==> src/rtl/i2c_target_regs_pkg.sv <==
// Shared encodings for the I2C register target: FSM states, bus events, ACK level.
package i2c_target_regs_pkg;

  typedef enum logic [3:0] {
    ST_IDLE,
    ST_ADDR,
    ST_ACK_A,
    ST_PTR,
    ST_ACK_P,
    ST_WDATA,
    ST_ACK_W,
    ST_RDATA,
    ST_IGNORE
  } state_e;

  typedef enum logic [2:0] {
    EV_NONE,
    EV_START,
    EV_STOP,
    EV_RISE,
    EV_FALL
  } bus_ev_e;

  localparam logic ACK = 1'b0;
  localparam logic REL = 1'b1;

endpackage

==> src/rtl/i2c_target_filter.sv <==
// SCL/SDA synchronizer, stable-window glitch filter and bus event detector.
module i2c_target_filter
  import i2c_target_regs_pkg::*;
#(
  parameter int FILT = 2
) (
  input  logic       clk_i,
  input  logic       rst_i,
  input  logic       scl_i,
  input  logic       sda_i,
  output logic       sda_o,
  output logic [2:0] ev_o
);

  // bit 1 = SCL, bit 0 = SDA; all flops reset to the idle-high bus level
  logic [1:0] s1_q, s1_d, s2_q, s2_d, held_q, held_d, filt;

  always_comb begin
    s1_d   = {scl_i, sda_i};
    s2_d   = s1_q;
    held_d = filt;
  end

  always_ff @(posedge clk_i) begin
    if (!rst_i) begin
      s1_q   <= 2'b11;
      s2_q   <= 2'b11;
      held_q <= 2'b11;
    end else begin
      s1_q   <= s1_d;
      s2_q   <= s2_d;
      held_q <= held_d;
    end
  end

  generate
    if (FILT == 0) begin : g_bypass
      assign filt = s2_q;
    end else begin : g_filt
      // Level only moves once the last FILT samples all agree.
      logic [1:0][FILT-1:0] hist_q, hist_d;

      always_comb begin
        hist_d = hist_q;
        filt   = held_q;
        for (int i = 0; i < 2; i++) begin
          hist_d[i] = (hist_q[i] << 1) | FILT'(s2_q[i]);
          if (&hist_q[i])       filt[i] = 1'b1;
          else if (~|hist_q[i]) filt[i] = 1'b0;
        end
      end

      always_ff @(posedge clk_i) begin
        if (!rst_i) hist_q <= '1;
        else        hist_q <= hist_d;
      end
    end
  endgenerate

  // START/STOP need SCL high both before and after the SDA edge
  always_comb begin
    ev_o = EV_NONE;
    if (held_q[1] && filt[1] && held_q[0] && !filt[0])      ev_o = EV_START;
    else if (held_q[1] && filt[1] && !held_q[0] && filt[0]) ev_o = EV_STOP;
    else if (!held_q[1] && filt[1])                          ev_o = EV_RISE;
    else if (held_q[1] && !filt[1])                          ev_o = EV_FALL;
  end

  assign sda_o = filt[0];

endmodule

==> src/rtl/i2c_target_regs.sv <==
// I2C target exposing a pointer-addressed 8-bit register bank, plus a fabric write port.
module i2c_target_regs
  import i2c_target_regs_pkg::*;
#(
  parameter logic [6:0] I2C_ADDR  = 7'h48,
  parameter int         NREG_LOG2 = 3,
  parameter int         FILT      = 2
) (
  input  logic                           clk_i,
  input  logic                           rst_i,
  input  logic                           scl_i,
  input  logic                           sda_i,
  output logic                           sda_oen_o,
  input  logic                           local_we_i,
  input  logic [NREG_LOG2-1:0]           local_adr_i,
  input  logic [7:0]                     local_dat_i,
  output logic [8*(2**NREG_LOG2)-1:0]    regs_o,
  output logic [(2**NREG_LOG2)-1:0]      wr_stb_o,
  output logic                           busy_o
);

  localparam int NREG = 2**NREG_LOG2;

  logic [2:0] ev_raw;
  bus_ev_e    ev;
  logic       sda_f;

  i2c_target_filter #(.FILT(FILT)) u_filter (
    .clk_i (clk_i),
    .rst_i (rst_i),
    .scl_i (scl_i),
    .sda_i (sda_i),
    .sda_o (sda_f),
    .ev_o  (ev_raw)
  );

  assign ev = bus_ev_e'(ev_raw);

  state_e                    state_q, state_d;
  logic [3:0]                bit_cnt_q, bit_cnt_d;
  logic [7:0]                shreg_q, shreg_d;
  logic [6:0]                tx_q, tx_d;
  logic [NREG_LOG2-1:0]      ptr_q, ptr_d;
  logic                      oen_q, oen_d;
  logic                      busy_q, busy_d;
  logic                      rw_q, rw_d;
  logic [NREG-1:0][7:0]      regs_q, regs_d;
  logic [NREG-1:0]           wr_stb_q, wr_stb_d;
  logic                      i2c_we;
  logic [7:0]                rx_byte;

  assign rx_byte = {shreg_q[6:0], sda_f};

  always_comb begin
    state_d   = state_q;
    bit_cnt_d = bit_cnt_q;
    shreg_d   = shreg_q;
    tx_d      = tx_q;
    ptr_d     = ptr_q;
    oen_d     = oen_q;
    busy_d    = busy_q;
    rw_d      = rw_q;
    i2c_we    = 1'b0;

    case (ev)
      EV_START: begin
        state_d   = ST_ADDR;
        bit_cnt_d = '0;
        oen_d     = REL;
      end
      EV_STOP: begin
        state_d   = ST_IDLE;
        bit_cnt_d = '0;
        oen_d     = REL;
        busy_d    = 1'b0;
      end
      EV_RISE: begin
        case (state_q)
          ST_ADDR, ST_PTR, ST_WDATA: begin
            if (bit_cnt_q < 4'd8) begin
              shreg_d   = rx_byte;
              bit_cnt_d = bit_cnt_q + 4'd1;
              if (bit_cnt_q == 4'd7) begin
                if (state_q == ST_PTR) ptr_d = rx_byte[NREG_LOG2-1:0];
                if (state_q == ST_WDATA) begin
                  i2c_we = 1'b1;
                  ptr_d  = ptr_q + NREG_LOG2'(1);
                end
              end
            end
          end
          ST_RDATA: begin
            if (bit_cnt_q == 4'd8) begin
              // master's acknowledge bit
              bit_cnt_d = 4'd9;
              if (sda_f == ACK) begin
                ptr_d = ptr_q + NREG_LOG2'(1);
              end else begin
                state_d = ST_IGNORE;
                busy_d  = 1'b0;
              end
            end else if (bit_cnt_q < 4'd8) begin
              bit_cnt_d = bit_cnt_q + 4'd1;
            end
          end
          default: ;
        endcase
      end
      EV_FALL: begin
        case (state_q)
          ST_ADDR: begin
            if (bit_cnt_q == 4'd8) begin
              if (shreg_q[7:1] == I2C_ADDR) begin
                state_d = ST_ACK_A;
                oen_d   = ACK;
                busy_d  = 1'b1;
                rw_d    = shreg_q[0];
              end else begin
                state_d = ST_IGNORE;
                busy_d  = 1'b0;
              end
            end
          end
          ST_PTR: begin
            if (bit_cnt_q == 4'd8) begin
              state_d = ST_ACK_P;
              oen_d   = ACK;
            end
          end
          ST_WDATA: begin
            if (bit_cnt_q == 4'd8) begin
              state_d = ST_ACK_W;
              oen_d   = ACK;
            end
          end
          ST_ACK_A: begin
            bit_cnt_d = '0;
            if (rw_q) begin
              state_d = ST_RDATA;
              tx_d    = regs_q[ptr_q][6:0];
              oen_d   = regs_q[ptr_q][7];
            end else begin
              state_d = ST_PTR;
              oen_d   = REL;
            end
          end
          ST_ACK_P, ST_ACK_W: begin
            state_d   = ST_WDATA;
            bit_cnt_d = '0;
            oen_d     = REL;
          end
          ST_RDATA: begin
            if (bit_cnt_q == 4'd9) begin
              // acked: pointer already advanced on the ack clock
              bit_cnt_d = '0;
              tx_d      = regs_q[ptr_q][6:0];
              oen_d     = regs_q[ptr_q][7];
            end else if (bit_cnt_q == 4'd8) begin
              oen_d = REL;
            end else if (bit_cnt_q != 4'd0) begin
              oen_d = tx_q[6];
              tx_d  = {tx_q[5:0], 1'b0};
            end
          end
          default: ;
        endcase
      end
      default: ;
    endcase
  end

  // I2C write is applied after the local one so it wins on a collision
  always_comb begin
    regs_d   = regs_q;
    wr_stb_d = '0;
    for (int k = 0; k < NREG; k++) begin
      if (local_we_i && local_adr_i == NREG_LOG2'(k)) regs_d[k] = local_dat_i;
      if (i2c_we && ptr_q == NREG_LOG2'(k)) begin
        regs_d[k]   = rx_byte;
        wr_stb_d[k] = 1'b1;
      end
    end
  end

  always_ff @(posedge clk_i) begin
    if (!rst_i) begin
      state_q   <= ST_IDLE;
      bit_cnt_q <= '0;
      shreg_q   <= '0;
      tx_q      <= '0;
      ptr_q     <= '0;
      oen_q     <= REL;
      busy_q    <= 1'b0;
      rw_q      <= 1'b0;
      regs_q    <= '0;
      wr_stb_q  <= '0;
    end else begin
      state_q   <= state_d;
      bit_cnt_q <= bit_cnt_d;
      shreg_q   <= shreg_d;
      tx_q      <= tx_d;
      ptr_q     <= ptr_d;
      oen_q     <= oen_d;
      busy_q    <= busy_d;
      rw_q      <= rw_d;
      regs_q    <= regs_d;
      wr_stb_q  <= wr_stb_d;
    end
  end

  assign sda_oen_o = oen_q;
  assign busy_o    = busy_q;
  assign regs_o    = regs_q;
  assign wr_stb_o  = wr_stb_q;

endmodule

==> config.mk <==
export PLATFORM = sky130hd
export DESIGN_NAME = i2c_target_regs
export DESIGN_NICKNAME = d
export VERILOG_FILES = /design/src/rtl/i2c_target_regs_pkg.sv /design/src/rtl/i2c_target_filter.sv /design/src/rtl/i2c_target_regs.sv
export SDC_FILE = /design/constraint.sdc
export NUM_CORES = 1
export LEC_CHECK = 0
export BUFFER_PORTS_ARGS = -buffer_cell sky130_fd_sc_hd__buf_2
export CORE_MARGIN = 2
export CORE_UTILIZATION = 45
export DETAILED_ROUTE_END_ITERATION = 16
export MAX_ROUTING_LAYER = met4
export PLACE_DENSITY = 0.68
export SKIP_CTS_REPAIR_TIMING = 1
export SYNTH_ARGS = -nofsm -noshare
export SYNTH_HDL_FRONTEND = slang
export SYNTH_SLANG_ARGS = --single-unit
==> constraint.sdc <==
create_clock -name clk_i -period 2.16 [get_ports clk_i]
set_clock_uncertainty 0.2 [all_clocks]
set_input_delay 0.432 -clock clk_i [delete_from_list [all_inputs] [get_ports clk_i]]
set_output_delay 0.432 -clock clk_i [all_outputs]
set_load 0.005 [all_outputs]
# After elaboration in Yosys (flattened, before gate mapping)
# Cells that the tools add are included.
[op_classes] bitwise=2 n_eq_ne=53 muxes=83 add_sub_neg=2 magnitude_cmp=2 reduce_logical=61
[ops] cell="8-bit 2-to-1 mux" n=17
[ops] cell="4-bit 2-to-1 mux" n=10
[ops] cell="3-bit 2-to-1 mux" n=11
[ops] cell="1-bit 2-to-1 mux" n=30
[ops] cell="3-bit != test, second input constant" n=10
[ops] cell="7-bit 2-to-1 mux" n=4
[ops] cell="3-bit equality test, second input constant" n=9
[ops] cell="8-bit binary-select mux with 3-bit select" n=1
[ops] cell="1-bit logical AND" n=23
[ops] cell="2-bit nonzero test" n=11
[ops] cell="4-bit by 3-bit equality test with 1-bit output, second input constant" n=5
[ops] cell="4-bit one-hot mux with 5 select lines" n=1
[ops] cell="3-bit by 2-bit equality test with 1-bit output, second input constant" n=6
[ops] cell="2-bit != test, second input constant" n=9
[ops] cell="4-bit one-hot mux with 2 select lines" n=2
[ops] cell="4-bit one-hot mux with 4 select lines" n=1
[ops] cell="7-bit one-hot mux with 2 select lines" n=1
[ops] cell="6-bit by 3-bit != test with 1-bit output, second input constant" n=2
[ops] cell="4-bit one-hot mux with 3 select lines" n=1
[ops] cell="6-bit AND reduction" n=2
[ops] cell="2-bit OR reduction" n=5
[ops] cell="3-bit by 1-bit equality test with 1-bit output, second input constant" n=3
[ops] cell="4-bit by 2-bit equality test with 1-bit output, second input constant" n=2
[ops] cell="4-bit equality test, second input constant" n=2
[ops] cell="25 further kinds" n=35
[word_totals] register_bits=111 output_inout_bits=74 word_cells=225

# Logic depth before layout (Yosys ltp)
# Gate-level depths: netlist (run 1).
[depth] depth_word=13 ltp_mapped=8 mapped_depth_nobuf=7

# By module
# Synthesis (run 1) repeated with hierarchy kept, for this count alone.
[unflattened] cells_unflattened=618 hier_area_um2=5843.1
[modules_own_cells] mod="i2c_target_regs" cells_per_inst=588 area_per_inst_um2=5507.8 instances=1
[modules_own_cells] mod="i2c_target_filter" cells_per_inst=30 area_per_inst_um2=335.3 instances=1

# Worst setup path after synthesis (run 1)
# OpenSTA, ideal clock, no wires.
[synth_path] path_type="reg2reg" from="register ptr_q[1]" to="register regs_q, in the netlist regs_o[38]" path_buffers=3 arrival_time_ns=1.804 stages_incl_launch_ff=9 setup_slack_ns=0.071 synth_period_minus_slack_ns=2.089 setup_ns=0.086 required_time_ns=1.874 path_cell_list="dfxtp_1 -> buf_2 -> buf_2 -> inv_1 -> ha_1 -> nand3_1 -> buf_2 -> nor2_1 -> a211oi_1"
[synth_between] elab_chain_cells=3 word_cells_on_any_way=4 classes_between="eq/ne: 1; mux: 1; reduce/logical: 2"
[synth_lines] element="start: declaration" line="i2c_target_regs.sv:43" source="logic [NREG_LOG2-1:0] ptr_q, ptr_d;"
[synth_lines] element="start signal: assignment" line="i2c_target_regs.sv:202" source="ptr_q <= ptr_d;"
[synth_lines] element="3-bit equality test (*)" line="i2c_target_regs.sv:178" source="if (i2c_we && ptr_q == NREG_LOG2'(k)) begin"
[synth_lines] element="1-bit logical AND (*)" line="i2c_target_regs.sv:178"
[synth_lines] element="8-bit 2-to-1 mux or 2-bit nonzero test (tied branches)"
[synth_lines] element="end signal: assignment" line="i2c_target_regs.sv:206" source="regs_q <= regs_d;"
[synth_lines] element="end: declaration" line="i2c_target_regs.sv:47" source="logic [NREG-1:0][7:0] regs_q, regs_d;"
# Every way passes the cells marked *; elsewhere a longest branch is shown, timed or not.
# A chain may end at the register's enable or synchronous reset.

# Worst setup path after layout (run 1)
[layout_path] from="register bit_cnt_q[0]" to="register state_q[2]"
[layout_between] elab_chain_cells=3 word_cells_on_any_way=6 classes_between="eq/ne: 5; reduce/logical: 1"
[layout_lines] element="start: declaration" line="i2c_target_regs.sv:40" source="logic [3:0] bit_cnt_q, bit_cnt_d;"
[layout_lines] element="start signal: assignment" line="i2c_target_regs.sv:199" source="bit_cnt_q <= bit_cnt_d;"
[layout_lines] element="4-bit equality test (*)"
[layout_lines] element="3-bit != test (no source line) or 2-bit != test (tied branches)"
[layout_lines] element="8-bit AND reduction (no source line) (*)"
[layout_lines] element="end signal: assignment" line="i2c_target_regs.sv:198" source="state_q <= state_d;"
[layout_lines] element="end: declaration" line="i2c_target_regs.sv:39" source="state_e state_q, state_d;"
# Marked as above.

==> impl_results.md, run 1 <==
- Via count: 5358
- Post-Synthesis Cells: 623
- HPWL after detailed placement: 12890 um
- FP Rows: 41
- Vias per inst: roughly 5.9
- Tot GR Track Use: 26.28%
- Initial antenna violation count: 0
- Yosys reg bits: 111
- Port Buffers: between 80 and 90
- Grt peak-use layer: met2
- Starting DRC count in detailed routing: between 300 and 400
- CTS H-tree lvls: 3
- Worst Path Max Fanout: 5
- Overflow after GRT: 0
- Netlist cell types: 61
- Worst skew pair latency: 0.36 ns
- Crit path time final: around 2.1 ns
- Commonest non-fill, non-tap cell in the layout: dfxtp_1
- Clock transition at path regs: 0.08 ns
- Crit path buf inv count: 1
- P&R area growth vs syn: 22.82%
- Routing usage on met2: 41.96%
- CP Capture Point: state_q[2]
- # setup viols final: 0
- TritonCTS clock tree: built
- Root buffer cell: clkbuf_16
- Synth top area share: 38.41%
- Pin count of the biggest net entering global routing: 40
- GRT met3 Usage: 5.350%
- Vias in the first global route: about 5200
- Pins Over Slew Limit: 0
- Synth top area cells: dfxtp_1 (38%), mux2i_1 (13%), a211oi_1 (9.0%)
- Core Area: 12570 um^2
- Die H: roughly 120 um
- Setup slack after layout: 0.06925 ns
- WP data arrival: ~2.2 ns
- Share of cells above drive strength 1: 30.86%
- Max VDD drop: ~0.64 mV
- First-pass GRT wire length: 28240 um
- Number of synthesized flops with an enable pin: 0
- Slew headroom: 57.82%
- Setup crit end kind: register
- Slew at the pin closest to its max-slew limit: between 0.6 and 0.7 ns
- Net Count, Synth: 648
- FF-to-FF End: state_q[2]
- Die area: 13780 um^2
- Unrepaired setup endpoints after global routing: true
- Achievable Freq: 0.4783 GHz
- P per Cell Area: 559.4 nW/um^2
- Async set-or-reset flop fraction in the synthesized netlist: 0%
- Reg2reg setup slack: 0.07 ns
- CP Depth: 7
- R2R depth: 7
- TritonRoute pass-1 iters: 5
- CP top delay family: simple AND/OR/NAND/NOR gates
- Delay of the slowest critical-path stage: 0.49 ns
- Initial Util: 46.03%
- Max-Cap Viols: 0
- Synth warn: 0
- Clk sinks: around 110
- DRC: 0
- Period utilization: 96.79%
- Hold Path Class: primary input to register
- P_leak: 3.145 nW
- Syn Std Cell Area: 5786 um^2
- Clock buffer depth: 2
- CTS buffer count: 9
- RePlAce Congestion: 0.9178
- Worst Setup SP: bit_cnt_q[0]
- Layout Nets: 749
- Post-synth top area cell: dfxtp_1
- Setup crit start kind: register
- Final Hold Fails: 0
- Antenna Nets Post-Route: 0
- Most frequent cells in the layout: dfxtp_1 (105), buf_2 (89), nor2_1 (78), mux2i_1 (74), a211oi_1 (62)
- Die width: 117.4 um
- Setup CP Type: register to register
- Ys flop type: dfxtp_1
- Total wire length: 17930 um
- Average wire per standard cell: 19.89 um
- Status: finished, final reports clean
- FILL cells: 1114
- CP Cell Sequence: inv_1 -> ha_2 -> and3b_2 -> a31oi_1 -> o21a_1 -> or4_1 -> a21oi_2
- Mean Syn Cell Area: 9.287 um^2
- I/O pins: 90
- Reg2reg start: bit_cnt_q[0]
- Layout Utilization: 56.54%
- Critical Path RT: 2.26 ns
- Place WS: 0.03766 ns
- Diode count: 0
- Met1 Usage GRT: 33.97%
- Slowest-stage cell, CP: or4_1
- Sequential element share of the synthesized area: 38.41%
## flip-flops by register name, summed over array words and instances (netlist names)
register,count
regs_o,64
shreg_q,8
wr_stb_o,8
tx_q,7
bit_cnt_q,4
state_q,4
u_filter.g_filt.hist_q,4
ptr_q,3
u_filter.held_q,2
u_filter.s1_q,2
u_filter.s2_q,2
busy_o,1
rw_q,1
sda_oen_o,1
## metal layers
metal	up-vias	routed length (um)
li1	2488	-
met1	2619	7979
met2	225	8581
met3	26	1096
met4	0	268
met5	-	0
## worst min-delay path by stage
stage | from | end | slack (ns) | cells after the start
finish | scl_i | u_filter.s1_q[1] | 0.06 | 2
floorplan | u_filter.s2_q[0] | u_filter.g_filt.hist_q[0] | 0.19 | 1
detailed placement | u_filter.s1_q[1] | u_filter.s2_q[1] | 0.19 | 1
global route | sda_i | u_filter.s1_q[0] | 0.07 | 2
global placement | u_filter.s1_q[1] | u_filter.s2_q[1] | 0.19 | 1
CTS | scl_i | u_filter.s1_q[1] | 0.05 | 2
## logic make-up (layout without fill, tap and decap cells)
| group | count (synthesis) | in the layout | share of synthesized area, % |
|---|---|---|---|
| xor gates and xnor gates | 1 | 1 | 0.1514 |
| buffers and inverters | 70 | 176 | 5.125 |
| adders and majority gates | 10 | 10 | 2.119 |
| muxes | 91 | 91 | 19.20 |
| DFF | 111 | 111 | 38.41 |
| and+or+nand+nor | 201 | 201 | 17.97 |
| AOI/OAI and AO/OA | 139 | 139 | 17.02 |
## report_power, final
part           internal (mW)  total (mW)  leakage, nW  switching, mW
Combinational          0.101       0.231         2.11          0.130
Clock                  0.806        1.64        0.137          0.834
Sequential              2.08        2.10        0.901         0.0279
Total                   2.98        3.97         3.15          0.992
## layout make-up
type / instances / area (um^2) / share of cell area, %
multi-input combinational: 442 / 3382 / 47.60
timing repair buffer: 150 / 959.7 / 13.51
inverter: 10 / 37.54 / 0.5283
sequential: 111 / 2230 / 31.38
clock inverter: 6 / 52.55 / 0.7396
clock buffer: 10 / 229.0 / 3.222
tap: 172 / 215.2 / 3.029
## cell usage after synthesis, drive strengths merged, types with 9 or more instances
library cell and n:
inv 9, a21oi 15, buf 32, nor2 80, dfxtp 111, nand2b 15, clkbuf 28, mux4 16
ha 9, mux2i 75, o21ai 20, nand3 22, a211oi 69, nand2 35
## through the flow
stage          total power, mW  area [um^2]  instances  hold WS (ns)   TNS (ns)
3_5_place_dp             2.376         6675        884        0.1943          0
5_1_grt                  4.084         7106        901       0.06834   -0.03520
2_1_floorplan            2.283         5786        623        0.1863          0
6_report                 3.975         7106        901       0.05935          0
4_1_cts                  3.981         6957        900       0.05490  -0.004573
3_3_place_gp             2.368         6675        884        0.1894          0
## worst reg2reg max path, cell delays in order (launching register included)
cell	delay, ns
dfxtp_2	0.35
inv_1	0.08
ha_2	0.21
and3b_2	0.23
a31oi_1	0.12
o21a_1	0.22
or4_1	0.49
a21oi_2	0.12
Power figures use the tool's default switching activity.
==> inputs of run 2 (changes only) <==
Settings changed: CORE_UTILIZATION 45 to 34, PLACE_DENSITY 0.68 to not set.
==> run 2 against run 1 <==
- combinational power barely moved
- flip-flop and latch count is the same
- global-route usage down 5.4 points
- largest cell class unchanged
- via count fell by 0.43%
- die area rose by 31%
==> impl_results.md, run 2 (synthesis gave the netlist of run 1 again) <==
- Status: finished, final reports clean
- CP Cell Sequence: or4b_4 -> nor3_2 -> a211oi_1 -> or4_1 -> a21oi_1
- Via count: 5335 (-0.43%)
- First-pass GRT wire length: 28590 um (+1.2%)
- Clk sinks: 111 (unchanged)
- Setup TNS: 0 ns (unchanged)
- Clk pwr share: 44.2% (+2.9 points)
- Starting DRC count in detailed routing: 421 (+6.0%)
- Vias per inst: 5.622 (-5.5%)
- Sw Pwr: 956.9 uW (-3.5%)
- Initial Util: 34.89% (-11 points)
- RePlAce Congestion: 0.9639 (+5.0%)
- Initial antenna violation count: 0 (unchanged)
- Max FFs per register: 64 (unchanged)
- Slew headroom: 60.33% (+2.5 points)
- Placed Area: 6723 um^2 (+0.71%)
- Dpl cells: 932 (+5.4%)
- Pin count of the biggest net entering global routing: 38 (-5.0%)
- Comb pwr share: 5.5% (-0.3 points)
- P_int: 3.232 mW (+8.4%)
- Clock buffer depth: 2 (unchanged)
- Worst Path Max Fanout: 7 (+2)
- TritonCTS clock tree: built
- DRC: 0 (unchanged)
- P&R area growth vs syn: 22.99%
- Final Hold Fails: 0 (unchanged)
- CTS H-tree lvls: 3 (unchanged)
- Core Area: 16580 um^2 (+32%)
- Worst skew pair latency: 0.36 ns (about the same)
- Setup CP Type: register to register
- Die area: 18080 um^2 (+31%)
- Hold Path Class: primary input to register
- Delay of the slowest critical-path stage: 0.57 ns (+0.08 ns)
- P per Cell Area: 588.7 nW/um^2 (+5.2%)
- Clock transition at path regs: 0.08 ns (about the same)
- Max-Cap Viols: 0 (unchanged)
- Seq pwr share: 50.2% (-2.7 points)
- WP data arrival: 2.18 ns (about the same)
- Achievable Freq: 0.4803 GHz (+0.42%)
- Place WS: -0.009247 ns (-0.04691 ns)
- Antenna Nets Post-Route: 0 (unchanged)
- Register Area: 2227 um^2 (-0.11%)
- # setup viols final: 0 (unchanged)
- Average wire per standard cell: 19.38 um (-2.6%)
- FILL cells: 1627 (+46%)
- Critical Path RT: 2.26 ns (about the same)
- Multi-input logic area: 3311 um^2 (-2.1%)
- Most frequent cells in the layout: dfxtp_1 (107), buf_2 (89), nor2_1 (80), mux2i_1 (75), a211oi_1 (69)
- Diode count: 0 (unchanged)
- Setup crit start kind: register
- FP Rows: 47 (+15%)
- Overflow after GRT: 0 (unchanged)
- Max VDD drop: 0.4267 mV (-34%)
- Finished Layout Cells: 949 (+5.3%)
- CTS buffer count: 9 (unchanged)
- Die H: 134.4 um (+15%)
- Port Buffers: 89 (unchanged)
- Vias in the first global route: 5128 (-1.5%)
- Slew at the pin closest to its max-slew limit: 0.5943 ns (-0.03764 ns)
- Period utilization: 96.39% (-0.40 points)
- Setup slack after layout: 0.07790 ns (+0.008641 ns)
- HPWL after detailed placement: 13520 um (+4.9%)
- Pins Over Slew Limit: 0 (unchanged)
- Fin area: 7116 um^2 (+0.14%)
- Slowest-stage cell, CP: or4b_4
- Die width: 134.4 um (+15%)
- Root buffer cell: clkbuf_16
- Layout Nets: 749 (unchanged)
- Setup crit end kind: register
- Switching share of power: 22.84% (-2.1 points)
- TritonRoute pass-1 iters: 4 (-1)
- Crit path time final: 2.082 ns (-0.008641 ns)
- Tot GR Track Use: 20.85% (-5.4 points)
- P_leak: 3.156 nW (+0.34%)
- I/O pins: 90 (unchanged)
- Commonest non-fill, non-tap cell in the layout: dfxtp_1
- Total wire length: 18390 um (+2.6%)
- Share of cells above drive strength 1: 28.81% (-2.1 points)
==> run 2: cell types whose count changed in the layout (fill, tap and decap cells not counted), moves of 2 or more <==
cell       delta
nor2_2        -2
bufinv_16     +2
inv_8         -2
buf_6         -3
a211oi_1      +7
dfxtp_1       +2
buf_4         +4
dfxtp_2       -2
a211oi_2      -7
nor2_1        +2
==> run 2: final cells by class <==
| cell class | instances | share of cell area [%] |
|---|---|---|
| Timing Repair Buffer | 150 | 13.15 |
| Inverter | 10 | 0.5275 |
| Tap cell | 220 | 3.868 |
| Clock inverter | 6 | 1.266 |
| Clock buffer | 10 | 3.359 |
| Sequential cell | 111 | 31.30 |
| Multi-Input combinational cell | 442 | 46.53 |
==> run 2: metal layers <==
metal  vias up  GRT usage, %  part of all wire, %
met5         -             -                    0
met2       196         33.73                   48
met1      2609         26.17                   44
li1       2504             -                    -
met3        26         3.704                  6.0
met4         0         7.544                  2.3
==> run 2: critical path, delay by kind of cell (launching register included) <==
family,cells,cell delay [ns]
compound gates,2,0.21
flops,1,0.51
simple gates,3,1.11
==> run 2: power groups by stage <==
stage               Sequential (mW)  Clock, mW  Combinational [mW]
floorplan                      2.14          0               0.138
global placement               2.15          0               0.223
detailed placement             2.15          0               0.229
CTS                            2.10       1.88               0.230
global route                   2.11       1.94               0.248
finish                         2.10       1.85               0.232
==> run 2: worst paths after layout <==
path	from	to	slack [ns]	cells past startpoint
max reg2reg	state_q[0]	busy_o	0.08	5
min reg2reg	u_filter.s2_q[1]	u_filter.g_filt.hist_q[2]	0.20	1
max	state_q[0]	busy_o	0.08	5
min	scl_i	u_filter.s1_q[1]	0.06	2
==> run 2: through the flow <==
step                power (mW)  hold WS, ns  utilization, %
floorplan                2.283       0.1863               -
global placement         2.373       0.1920           40.54
detailed placement       2.381       0.1925           40.54
CTS                      4.209      0.05557           42.52
global route             4.294      0.06496           42.91
finish                   4.189      0.05973           42.91
==> inputs of run 3 (changes only) <==
Settings changed: CORE_MARGIN 2 to 4, PLACE_DENSITY_LB_ADDON set to 0.2.
==> run 3 against run 2 <==
- first-iteration DRC count decreased by 9.7%
- worst setup slack improved by 0.0077 ns
- final cell count unchanged
- register-to-register slack about the same
- clock power decreased by 16%
- critical path depth increased by 1
- critical path type unchanged
- flip-flop and latch count unchanged
- worst hold slack improved by 0.0049 ns
- power decreased by 7.2%
==> impl_results.md, run 3 (synthesis gave the netlist of run 1 again) <==
- TritonCTS clock tree: built
- Max-Cap Viols: 0 (unchanged)
- Die area: 19170 um^2 (+6.0%)
- CTS H-tree lvls: 3 (unchanged)
- Clock buffer depth: 2 (unchanged)
- Via count: 5200 (-2.5%)
- TritonRoute pass-1 iters: 6 (+2)
- Initial Util: 34.76% (-0.12 points)
- Hold Path Cell Cnt: 2 (unchanged)
- Delay of the slowest critical-path stage: 0.43 ns (-0.14 ns)
- WP data arrival: 2.10 ns (-0.08 ns)
- CP top delay family: simple AND/OR/NAND/NOR gates
- Commonest non-fill, non-tap cell in the layout: dfxtp_1
- P per Cell Area: 550.1 nW/um^2 (-6.6%)
- Max FFs per register: 64 (unchanged)
- Finished Layout Cells: 949 (unchanged)
- Max VDD drop: 0.3576 mV (-16%)
- Diode count: 0 (unchanged)
- Port Buffers: 89 (unchanged)
- Switching share of power: 24.01% (+1.2 points)
- P&R area growth vs syn: 22.17%
- Worst Path Max Fanout: 3 (-4)
- Worst skew pair latency: 0.35 ns (about the same)
- Setup crit start kind: register
- Tot GR Track Use: 19.50% (-1.4 points)
- Seq pwr share: 54.0% (+3.8 points)
- Starting DRC count in detailed routing: 380 (-9.7%)
- FP Rows: 47 (unchanged)
- Status: finished, final reports clean
- Root buffer cell: clkbuf_16
- Slew headroom: 57.22% (-3.1 points)
- Clock transition at path regs: 0.07 ns (about the same)
- Layout Utilization: 42.47% (-0.44 points)
- R2R depth: 6 (+1)
- Clk pwr share: 40.0% (-4.2 points)
- Comb pwr share: 5.9% (+0.4 points)
- Clk sinks: 111 (unchanged)
- CP Depth: 6 (+1)
- CTS buffer count: 9 (unchanged)
- Sw Pwr: 933.6 uW (-2.4%)
- DRC: 0 (unchanged)
- HPWL after detailed placement: 13190 um (-2.5%)
- Total wire length: 18540 um (+0.77%)
- CP Cell Sequence: nor4b_1 -> buf_4 -> nand3_1 -> nor4_1 -> mux2i_1 -> nor2_1
- Vias per inst: 5.479 (-2.5%)
- Crit path time final: 2.074 ns (-0.007665 ns)
- Achievable Freq: 0.4821 GHz (+0.37%)
- First-pass GRT wire length: 29190 um (+2.1%)
- Crit path buf inv count: 1 (+1)
- # setup viols final: 0 (unchanged)
- RePlAce Congestion: 0.8813 (-8.6%)
- Initial antenna violation count: 0 (unchanged)
- Die H: 138.4 um (+3.0%)
- Setup CP Type: register to register
- Vias in the first global route: 5024 (-2.0%)
- Period utilization: 96.04% (-0.35 points)
- Share of cells above drive strength 1: 28.94% (+0.14 points)
- Slowest-stage cell, CP: nor4_1
- Most frequent cells in the layout: dfxtp_1 (107), buf_2 (89), nor2_1 (80), mux2i_1 (74), a211oi_1 (66)
- Pin count of the biggest net entering global routing: 90 (+140%)
- Final Hold Fails: 0 (unchanged)
- Overflow after GRT: 0 (unchanged)
- Dpl cells: 934 (+0.21%)
- P_int: 2.955 mW (-8.6%)
- I/O pins: 90 (unchanged)
- Place WS: 0.03902 ns (+0.04826 ns)
- Pins Over Slew Limit: 0 (unchanged)
- Setup slack after layout: 0.08556 ns (+0.007665 ns)
- Layout Nets: 750 (+0.13%)
- Antenna Nets Post-Route: 0 (unchanged)
- Core Area: 16640 um^2 (+0.35%)
- P_leak: 3.101 nW (-1.7%)
- Slew at the pin closest to its max-slew limit: 0.6408 ns (+0.04655 ns)
- FILL cells: 1593 (-2.1%)
- Critical Path RT: 2.18 ns (-0.08 ns)
- Hold Path Class: primary input to register
- Die width: 138.4 um (+3.0%)
- Average wire per standard cell: 19.53 um (+0.77%)
- Setup crit end kind: register
- Unrepaired setup endpoints after global routing: false
==> run 3: cell types whose count changed in the layout (fill, tap and decap cells not counted), sizes merged <==
cell    previous run  this run
buf              150       151
bufinv             2         0
clkinv             2         4
inv               11        10
==> run 3: path summary, 6_finish.rpt <==
check                    from                         to  slack (ns)
min reg2reg  u_filter.s2_q[1]  u_filter.g_filt.hist_q[2]        0.21
max reg2reg        shreg_q[2]                       rw_q        0.09
max                shreg_q[2]                       rw_q        0.09
min                     scl_i           u_filter.s1_q[1]        0.06
==> run 3: cell type report <==
cell class	count	area, um^2	area share (%)
inverter	10	37.54	0.5311
sequential	111	2227	31.51
tap	220	275.3	3.894
clock inverter	5	35.03	0.4957
timing repair buffer	151	948.4	13.42
multi-input combinational	442	3316	46.91
clock buffer	10	229.0	3.240
==> run 3: layer usage <==
| metal | GRT usage [%] | share of wire [%] |
|---|---|---|
| met5 | - | 0 |
| met4 | 4.628 | 1.0 |
| met3 | 3.177 | 4.0 |
| met2 | 31.50 | 48 |
| met1 | 25.75 | 47 |
==> run 3: power groups by stage <==
stage | registers [mW] | logic, mW | clock network [mW]
CTS | 2.10 | 0.230 | 1.59
global placement | 2.15 | 0.224 | 0
finish | 2.10 | 0.230 | 1.56
floorplan | 2.14 | 0.138 | 0
global route | 2.11 | 0.248 | 1.67
detailed placement | 2.15 | 0.227 | 0
==> run 3: per-stage QoR <==
step | TNS (ns) | power, mW | hold WS, ns | instance area, um^2
detailed placement | 0 | 2.377 | 0.1909 | 6755
CTS | 0 | 3.918 | 0.05277 | 7019
global route | 0 | 4.022 | 0.05029 | 7068
finish | 0 | 3.888 | 0.06467 | 7068
global placement | -0.01799 | 2.373 | 0.1934 | 6755
floorplan | 0 | 2.283 | 0.1863 | 5786
==> run 3: worst register-to-register path, cell delays in order, from the launching register on <==
cell and delay [ns]:
dfxtp_1 0.31, nor4b_1 0.33, buf_4 0.18, nand3_1 0.19
nor4_1 0.43, mux2i_1 0.25, nor2_1 0.05
